--- config.mk ---
export PLATFORM = sky130hd
export DESIGN_NAME = datapath_seq
export DESIGN_NICKNAME = d
export VERILOG_FILES = /design/src/rtl/datapath_seq.sv
export SDC_FILE = /design/constraint.sdc
export NUM_CORES = 1
export LEC_CHECK = 0
export CORE_MARGIN = 1
export CORE_UTILIZATION = 45
export CTS_CLUSTER_SIZE = 24
export DETAILED_ROUTE_END_ITERATION = 6
export PLACE_DENSITY = 0.71
export SLEW_MARGIN = 5
export SYNTH_ARGS = -nofsm -noshare
export SYNTH_HDL_FRONTEND = slang
export SYNTH_SLANG_ARGS = --single-unit
--- constraint.sdc ---
create_clock -name clk -period 8.23 [get_ports clk]
set_input_delay 0.823 -clock clk [delete_from_list [all_inputs] [get_ports clk]]
set_output_delay 0.823 -clock clk [all_outputs]
set_load 0.02 [all_outputs]
--- src/rtl/datapath_seq.sv ---
// Sequenced W-bit datapath: register file, A/B/C pipeline registers, shifter, ALU and Z/N/V flags.
// A single start strobe runs a full read/execute/writeback command (or an immediate move) to completion.
module datapath_seq #(
  parameter int W     = 16,
  parameter int NREGS = 8,
  localparam int AW   = (NREGS > 1) ? $clog2(NREGS) : 1
) (
  input  logic          clk,
  input  logic          reset,
  input  logic          start,
  input  logic          cmd_movi,
  input  logic [AW-1:0] cmd_rd,
  input  logic [AW-1:0] cmd_rn,
  input  logic [AW-1:0] cmd_rm,
  input  logic [1:0]    cmd_aluop,
  input  logic [1:0]    cmd_shift,
  input  logic          cmd_asel,
  input  logic          cmd_bsel,
  input  logic          cmd_wb,
  input  logic [W-1:0]  cmd_imm,
  output logic          busy,
  output logic          done,
  output logic [W-1:0]  datapath_out,
  output logic          Z_out,
  output logic          N_out,
  output logic          V_out,
  input  logic [AW-1:0] dbg_num,
  output logic [W-1:0]  dbg_data
);

  typedef enum logic [2:0] {
    S_IDLE   = 3'd0,
    S_LOAD_A = 3'd1,
    S_LOAD_B = 3'd2,
    S_EXEC   = 3'd3,
    S_WB     = 3'd4,
    S_WIMM   = 3'd5
  } state_t;

  state_t        r_state;
  logic          r_busy;
  logic          r_done;
  logic [W-1:0]  r_regs [NREGS];
  logic [W-1:0]  r_a;
  logic [W-1:0]  r_b;
  logic [W-1:0]  r_c;
  logic          r_z;
  logic          r_n;
  logic          r_v;

  // Command fields captured at accept so the caller may change inputs mid-command
  logic [AW-1:0] r_rd;
  logic [AW-1:0] r_rn;
  logic [AW-1:0] r_rm;
  logic [1:0]    r_aluop;
  logic [1:0]    r_shift;
  logic          r_asel;
  logic          r_bsel;
  logic          r_wb;
  logic [W-1:0]  r_imm;

  logic [W-1:0]  w_shifted;
  logic [W-1:0]  w_ain;
  logic [W-1:0]  w_bin;
  logic [W-1:0]  w_result;
  logic          w_v;

  always_comb begin
    w_shifted = r_b;
    case (r_shift)
      2'b01:   w_shifted = {r_b[W-2:0], 1'b0};
      2'b10:   w_shifted = {1'b0, r_b[W-1:1]};
      2'b11:   w_shifted = {r_b[W-1], r_b[W-1:1]};
      default: w_shifted = r_b;
    endcase
  end

  assign w_ain = r_asel ? '0 : r_a;
  assign w_bin = r_bsel ? r_imm : w_shifted;

  always_comb begin
    w_result = '0;
    w_v      = 1'b0;
    case (r_aluop)
      2'b00: begin
        w_result = w_ain + w_bin;
        w_v      = (w_ain[W-1] == w_bin[W-1]) && (w_result[W-1] != w_ain[W-1]);
      end
      2'b01: begin
        w_result = w_ain - w_bin;
        w_v      = (w_ain[W-1] != w_bin[W-1]) && (w_result[W-1] != w_ain[W-1]);
      end
      2'b10:   w_result = w_ain & w_bin;
      default: w_result = ~w_bin;
    endcase
  end

  always_ff @(posedge clk or posedge reset) begin
    if (reset) begin
      r_state <= S_IDLE;
      r_busy  <= 1'b0;
      r_done  <= 1'b0;
      r_a     <= '0;
      r_b     <= '0;
      r_c     <= '0;
      r_z     <= 1'b0;
      r_n     <= 1'b0;
      r_v     <= 1'b0;
      r_rd    <= '0;
      r_rn    <= '0;
      r_rm    <= '0;
      r_aluop <= '0;
      r_shift <= '0;
      r_asel  <= 1'b0;
      r_bsel  <= 1'b0;
      r_wb    <= 1'b0;
      r_imm   <= '0;
      for (int i = 0; i < NREGS; i++) begin
        r_regs[i] <= '0;
      end
    end else begin
      case (r_state)
        S_IDLE: begin
          if (start) begin
            r_rd    <= cmd_rd;
            r_rn    <= cmd_rn;
            r_rm    <= cmd_rm;
            r_aluop <= cmd_aluop;
            r_shift <= cmd_shift;
            r_asel  <= cmd_asel;
            r_bsel  <= cmd_bsel;
            r_wb    <= cmd_wb;
            r_imm   <= cmd_imm;
            r_busy  <= 1'b1;
            if (cmd_movi) begin
              r_state <= S_WIMM;
              r_done  <= 1'b1;
            end else begin
              r_state <= S_LOAD_A;
            end
          end
        end
        S_LOAD_A: begin
          r_a     <= r_regs[r_rn];
          r_state <= S_LOAD_B;
        end
        S_LOAD_B: begin
          r_b     <= r_regs[r_rm];
          r_state <= S_EXEC;
        end
        S_EXEC: begin
          r_c     <= w_result;
          r_z     <= (w_result == '0);
          r_n     <= w_result[W-1];
          r_v     <= w_v;
          r_done  <= 1'b1;
          r_state <= S_WB;
        end
        S_WB: begin
          if (r_wb) begin
            r_regs[r_rd] <= r_c;
          end
          r_done  <= 1'b0;
          r_busy  <= 1'b0;
          r_state <= S_IDLE;
        end
        S_WIMM: begin
          r_regs[r_rd] <= r_imm;
          r_done       <= 1'b0;
          r_busy       <= 1'b0;
          r_state      <= S_IDLE;
        end
        default: begin
          r_done  <= 1'b0;
          r_busy  <= 1'b0;
          r_state <= S_IDLE;
        end
      endcase
    end
  end

  assign busy         = r_busy;
  assign done         = r_done;
  assign datapath_out = r_c;
  assign Z_out        = r_z;
  assign N_out        = r_n;
  assign V_out        = r_v;
  assign dbg_data     = r_regs[dbg_num];

endmodule

==> results of run 1 <==
-- worst paths after layout --
path / start / end / slack, ns / cells after the start
hold / removal: V_out / V_out / 0.49 / 2
setup reg to reg: r_shift[0] / Z_out / 3.97 / 14
max in group asynchronous: reset / r_rm[1] / 6.14 / 3
setup / recovery: r_shift[0] / Z_out / 3.97 / 14
min in group asynchronous: reset / Z_out / 0.85 / 2
hold reg to reg: V_out / V_out / 0.49 / 2
-- final cells by class --
| cell class | count | area [um^2] | area share |
|---|---|---|---|
| Tap cell | 384 | 480.5 | 0.03179 |
| Clock inverter | 8 | 80.08 | 0.005299 |
| Clock buffer | 37 | 730.7 | 0.04835 |
| Timing Repair Buffer | 95 | 895.9 | 0.05928 |
| Inverter | 37 | 146.4 | 0.009687 |
| Multi-Input combinational cell | 900 | 7393 | 0.4892 |
| Sequential cell | 215 | 5385 | 0.3563 |
-- cells by family (layout without fill, tap and decap cells) --
group / Yosys count / count (layout)
mux: 225 / 225
buf+inv: 136 / 177
fa+ha+maj: 34 / 34
simple gates: 324 / 324
xor+xnor: 13 / 13
flops: 215 / 215
compound gates: 304 / 304
-- through the flow --
step / total power [mW] / setup WS, ns / utilization / cells / hold slack (ns)
CTS: 7.490 / 3.977 / 0.5223 / 1676 / 0.4950
detailed placement: 6.345 / 3.989 / 0.4942 / 1631 / 0.4817
floorplan: 5.288 / 1.528 / - / 1251 / 0.4776
finish: 7.504 / 3.973 / 0.5223 / 1676 / 0.4865
global placement: 6.236 / 4.050 / 0.4942 / 1631 / 0.4712
global route: 8.019 / 3.642 / 0.5223 / 1676 / 0.5362
-- critical path, cell delays in order (launching register included) --
cell,delay [ns]
dfrtp_1,0.87
mux2i_1,0.25
o21ai_0,0.10
mux2i_1,0.27
inv_1,0.08
ha_1,0.59
and2b_4,0.27
a21o_1,0.20
nor4_4,0.35
o31ai_1,0.12
a21oi_1,0.18
xor2_1,0.08
o21ai_0,0.33
nand4_1,0.24
o31ai_2,0.23
-- flip-flops by register name, summed over array words and instances, names as in the netlist, 2 cells and up --
signal        count
r_rd              3
r_rm              3
r_aluop           2
r_imm            16
datapath_out     16
r_state           3
r_rn              3
r_b              16
r_a              16
r_regs          128
r_shift           2
-- synthesized netlist by cell type (3+ instances only) --
| cell | count |
|---|---|
| dfrtp_1 | 215 |
| a21oi_1 | 136 |
| nor2_1 | 134 |
| nand2_1 | 109 |
| mux4_2 | 96 |
| o21ai_0 | 87 |
| mux2i_1 | 70 |
| clkbuf_1 | 61 |
| mux2_2 | 59 |
| inv_1 | 37 |
| ha_1 | 32 |
| nor2b_1 | 24 |
| buf_2 | 13 |
| nor3_1 | 10 |
| o31ai_1 | 10 |
| a211oi_1 | 8 |
| a31oi_1 | 8 |
| buf_1 | 8 |
| nand2b_1 | 7 |
| o21a_1 | 7 |
| xor2_1 | 7 |
| a21o_1 | 6 |
| buf_4 | 6 |
| clkbuf_8 | 6 |
| xnor2_1 | 6 |
| a22oi_1 | 5 |
| and3_1 | 5 |
| nor3b_1 | 5 |
| o211ai_1 | 5 |
| or3_1 | 4 |
| buf_6 | 3 |
| nand3_1 | 3 |
| o21bai_1 | 3 |
| o311ai_0 | 3 |
-- layer usage --
| metal | GRT usage | up-vias | wire length [um] |
|---|---|---|---|
| met5 | 0 | - | 0 |
| li1 | - | 4586 | - |
| met3 | 0.04462 | 70 | 2887 |
| met2 | 0.3770 | 413 | 16430 |
| met1 | 0.3408 | 5039 | 15380 |
| met4 | 0.06615 | 0 | 871 |
-- power groups by stage --
stage | registers, mW | logic (mW) | clock network [mW]
global route | 2.21 | 4.64 | 1.17
CTS | 2.11 | 4.25 | 1.13
floorplan | 1.87 | 3.41 | 0
finish | 2.12 | 4.28 | 1.11
detailed placement | 2.12 | 4.22 | 0
global placement | 2.09 | 4.15 | 0
==> impl_metrics.tcl, run 1 <==
set metrics [dict create \
    setup_violations 0 \
    clk-insertion-delay-late_ns 0.55 \
    dpl_cell_area_um2 14300 \
    crit_type "reg -> reg" \
    synthFlopType "dfrtp_1" \
    drcViolationCount 0 \
    die_y_um 174.4 \
    ys_seq_area_frac 0.4024 \
    pwr-share-comb 0.570 \
    timing.hold.worst.class "reg -> reg" \
    critPathRequiredTime_ns 8.68 \
    yosys.area_share.simple 0.1114 \
    h-tree-depth 1 \
    powerDensity_nw_per_um2 496.5 \
    rsz0062_at_grt "no" \
    synthXorXnorAreaFrac 0.008516 \
    status "complete, no violations" \
    fp.coreArea_um2 28940 \
    tns_ns 0 \
    avgSynthCellArea_um2 10.69 \
    fp-row-count 62 \
    io_pins 76 \
    swShare 0.4470 \
    p_sw_mw 3.354 \
    diodes 0 \
    viasPerCell 6.031 \
    slew_viol_final 0 \
    routed_wl_um 35570 \
    yosysTopAreaCellShare 0.4024 \
    cts_buffer_depth 3 \
    end_kind "flip-flop" \
    peakVddDrop_mv 0.2526 \
    finalCritPeriodShare 0.5173 \
    max_freq_ghz 0.2349 \
    grt_max_degree 130 \
    arrival_ns 4.71 \
    dp_hpwl_um 23420 \
    relSlewSlack 0.2103 \
    grt_usage 0.2401 \
    cts_tree "done" \
    finalInstanceArea_um2 15110 \
    internal-power_mw 4.150 \
    drtIter0Drc 1049 \
    post_cts_buffers 0 \
    synth_area_leaders "dfrtp_1 40%, mux4_2 16%, mux2i_1 5.2%" \
    synth_compound_area_frac 0.1335 \
    routabilityCongestion 0.9029 \
    synth_edf_count 0 \
    cts_hold_buffers 0 \
    vias 10110 \
    synth_top_family_by_area "multiplexers" \
    layout_common_cells "211 x dfrtp_1, 136 x a21oi_1, 133 x nor2_1, 109 x nand2_1, 96 x mux4_2" \
    syn-num-nets 1324 \
    period_minus_slack_ns 4.257 \
    fill_cells 2523 \
    die_x_um 174.4 \
    synthArstFlopShare 1.000 \
    yosysWarningCount 0 \
    antenna_left 0 \
    die_area_um2 30400 \
    yosysTopAreaCell "dfrtp_1" \
    worst_pin_slew_ns 1.152 \
    synth.ff_latch_count 215 \
    muxShareOfSynthArea 0.2638 \
    critical_path.max_fanout 21 \
    cts_root_buf "clkbuf_16" \
    synthCells 1251 \
    drv_cap 0 \
    wl_per_cell_um 21.22 \
    synth_fa_ha_area_frac 0.03294 \
    numClockSinks 215 \
    gr-total-overflow 0 \
    p_leak_nw 6.477 \
    start_util 0.4621 \
    crit_path_start_kind "flip-flop" \
    p_seq_frac 0.282 \
    antenna_found_initial 0 \
    drive_gt1_frac 0.1943 \
    ctsResizeCount 0 \
    synth_area_um2 13370 \
    clock_skew_ns 0.02245 \
    syn2layout_area_growth_pct 13.03 \
    clkTransAtPathRegs_ns 0.06 \
    cts_buffers 25 \
    grt_pass1_vias 10030 \
    final_common_cell "dfrtp_1" \
    grt_pass1_wl_um 56810 \
    first_pass_iters 5 \
    final_hold_viol_count 0 \
    final_nets 1347 \
    io_buffers 75 \
    ys_types 76 \
    clockPowerShare 0.148 \
]
(Power assumes the default switching activity.)
==> inputs of run 2 (changes only) <==
==> constraint.sdc (replaced) <==
create_clock -name clk -period 4.2 [get_ports clk]
set_input_delay 0.42 -clock clk [delete_from_list [all_inputs] [get_ports clk]]
set_output_delay 0.42 -clock clk [all_outputs]
set_load 0.02 [all_outputs]
==> run 2 against run 1 <==
Cell area increased by 0.64%. Routed wire length decreased by 1.2%. Sequential power increased by 98%. Largest power group unchanged. Critical endpoint unchanged.
==> impl_metrics.tcl, run 2 (same netlist as run 1, synthesis figures left out) <==
set metrics [dict create \
    status "complete, no violations" \
    top_register "r_regs" \
    critical_path.max_fanout 8 \
    drive_gt1_frac 0.2008 \
    rr_startpoint "r_shift[0]" \
    finalCritPeriodShare 0.9190 \
    fp-row-count 62 \
    cts_hold_buffers 0 \
    gr-total-overflow 0 \
    final_nets 1357 \
    clock_skew_ns 0.01602 \
    cts_tree "done" \
    diodes 0 \
    wl_per_cell_um 20.87 \
    p_leak_nw 6.520 \
    first_pass_iters 5 \
    period_minus_slack_ns 3.860 \
    max_freq_ghz 0.2591 \
    relSlewSlack 0.2291 \
    drv_cap 0 \
    worstPathCellList "or3b_1 > a31oi_1 > ha_1 > inv_1 > fa_1 > nor2b_1 > o21ai_0 > nand2_1 > a311oi_1 > mux2i_1 > nand3_1 > nor4_2 > nand4_1 > o31ai_2" \
    h-tree-depth 1 \
    dp_hpwl_um 23550 \
    tns_ns 0 \
    layout_common_cells "211 x dfrtp_1, 136 x a21oi_1, 133 x nor2_1, 109 x nand2_1, 96 x mux4_2" \
    timing.rr.end "Z_out" \
    io_pins 76 \
    die_area_um2 30400 \
    worst-path-stages 14 \
    end_kind "flip-flop" \
    cts_buffers 25 \
    arrival_ns 4.31 \
    cts_root_buf "clkbuf_16" \
    regToRegSetupSlack_ns 0.34 \
    antenna_found_initial 0 \
    drtIter0Drc 796 \
    post_cts_buffers 0 \
    final_hold_viol_count 0 \
    peakVddDrop_mv 0.5340 \
    final_common_cell "dfrtp_1" \
    routed_wl_um 35140 \
    start_util 0.4621 \
    regArea_um2 5385 \
    routabilityCongestion 0.9120 \
    grt_pass1_wl_um 55630 \
    r2r_cells 14 \
    slew_viol_final 0 \
    crit_path_start_kind "flip-flop" \
    die_x_um 174.4 \
    clkTransAtPathRegs_ns 0.07 \
    setup_violations 0 \
    grt_usage 0.2354 \
    postLayoutCoreUtil 0.5256 \
    viasPerCell 5.937 \
    die_y_um 174.4 \
    antenna_left 0 \
    cp_top_family "simple AND/OR/NAND/NOR gates" \
    cts_buffer_depth 3 \
    rsz0062_at_grt "no" \
    grt_max_degree 145 \
    grt_pass1_vias 9900 \
    io_buffers 75 \
    multi_input_area_um2 7393 \
    drcViolationCount 0 \
    largest_reg_flops 128 \
    worst_pin_slew_ns 1.154 \
    critPathRequiredTime_ns 4.65 \
    fill_cells 2497 \
    clk-insertion-delay-late_ns 0.55 \
    timing.hold.worst.class "in -> async" \
    vias 9998 \
    slowest_stage "dfrtp_1" \
    numClockSinks 215 \
    crit_type "reg -> reg" \
    fp.coreArea_um2 28940 \
    critical_path_buf_inv_count 1 \
    powerDensity_nw_per_um2 969.4 \
    ctsResizeCount 0 \
    syn2layout_area_growth_pct 13.75 \
    max_stage_delay_ns 0.49 \
]
-- run 2: worst max-delay path by stage --
stage                     from    end  slack, ns
floorplan           r_shift[0]  Z_out       0.92
global placement    r_shift[0]  Z_out       0.46
detailed placement  r_shift[0]  Z_out       0.41
CTS                 r_shift[0]  Z_out       0.39
global route        r_shift[0]  Z_out       0.02
finish              r_shift[0]  Z_out       0.34
-- run 2: layout make-up --
type / instances / area share
sequential: 215 / 0.3541
inverter: 37 / 0.009379
timing repair buffer: 105 / 0.06549
multi-input combinational: 900 / 0.4861
tap: 384 / 0.03159
clock buffer: 32 / 0.04484
clock inverter: 11 / 0.008474
-- run 2: per-layer routing --
| metal | track usage | vias to the layer above | share of wire |
|---|---|---|---|
| li1 | - | 4611 | - |
| met1 | 0.3313 | 5011 | 0.44 |
| met2 | 0.3866 | 325 | 0.48 |
| met3 | 0.03346 | 51 | 0.063 |
| met4 | 0.05263 | 0 | 0.019 |
| met5 | 0 | - | 0 |
-- run 2: tightest hold or removal path, delay by kind of cell --
kind | cells | cell delay [ns]
buffers and inverters | 3 | 1.05
-- run 2: power by group --
part,total [mW],internal (mW),leakage (nW),switching (mW)
Sequential,4.19,3.00,2.69,1.19
Combinational,8.38,3.92,3.43,4.46
Clock,2.18,1.27,0.396,0.903
Total,14.7,8.19,6.52,6.55
-- run 2: metrics by stage --
stage | setup WS, ns | hold WS (ns) | power (mW) | cells | cell area, um^2
after global placement | 0.4640 | 0.4756 | 12.30 | 1641 | 14400
after detailed placement | 0.4142 | 0.4847 | 12.49 | 1641 | 14400
after global routing | 0.01811 | 0.4760 | 15.77 | 1684 | 15210
after CTS | 0.3871 | 0.4351 | 14.75 | 1684 | 15210
after floorplan | 0.9226 | 0.4776 | 10.36 | 1251 | 13370
final | 0.3401 | 0.4320 | 14.74 | 1684 | 15210
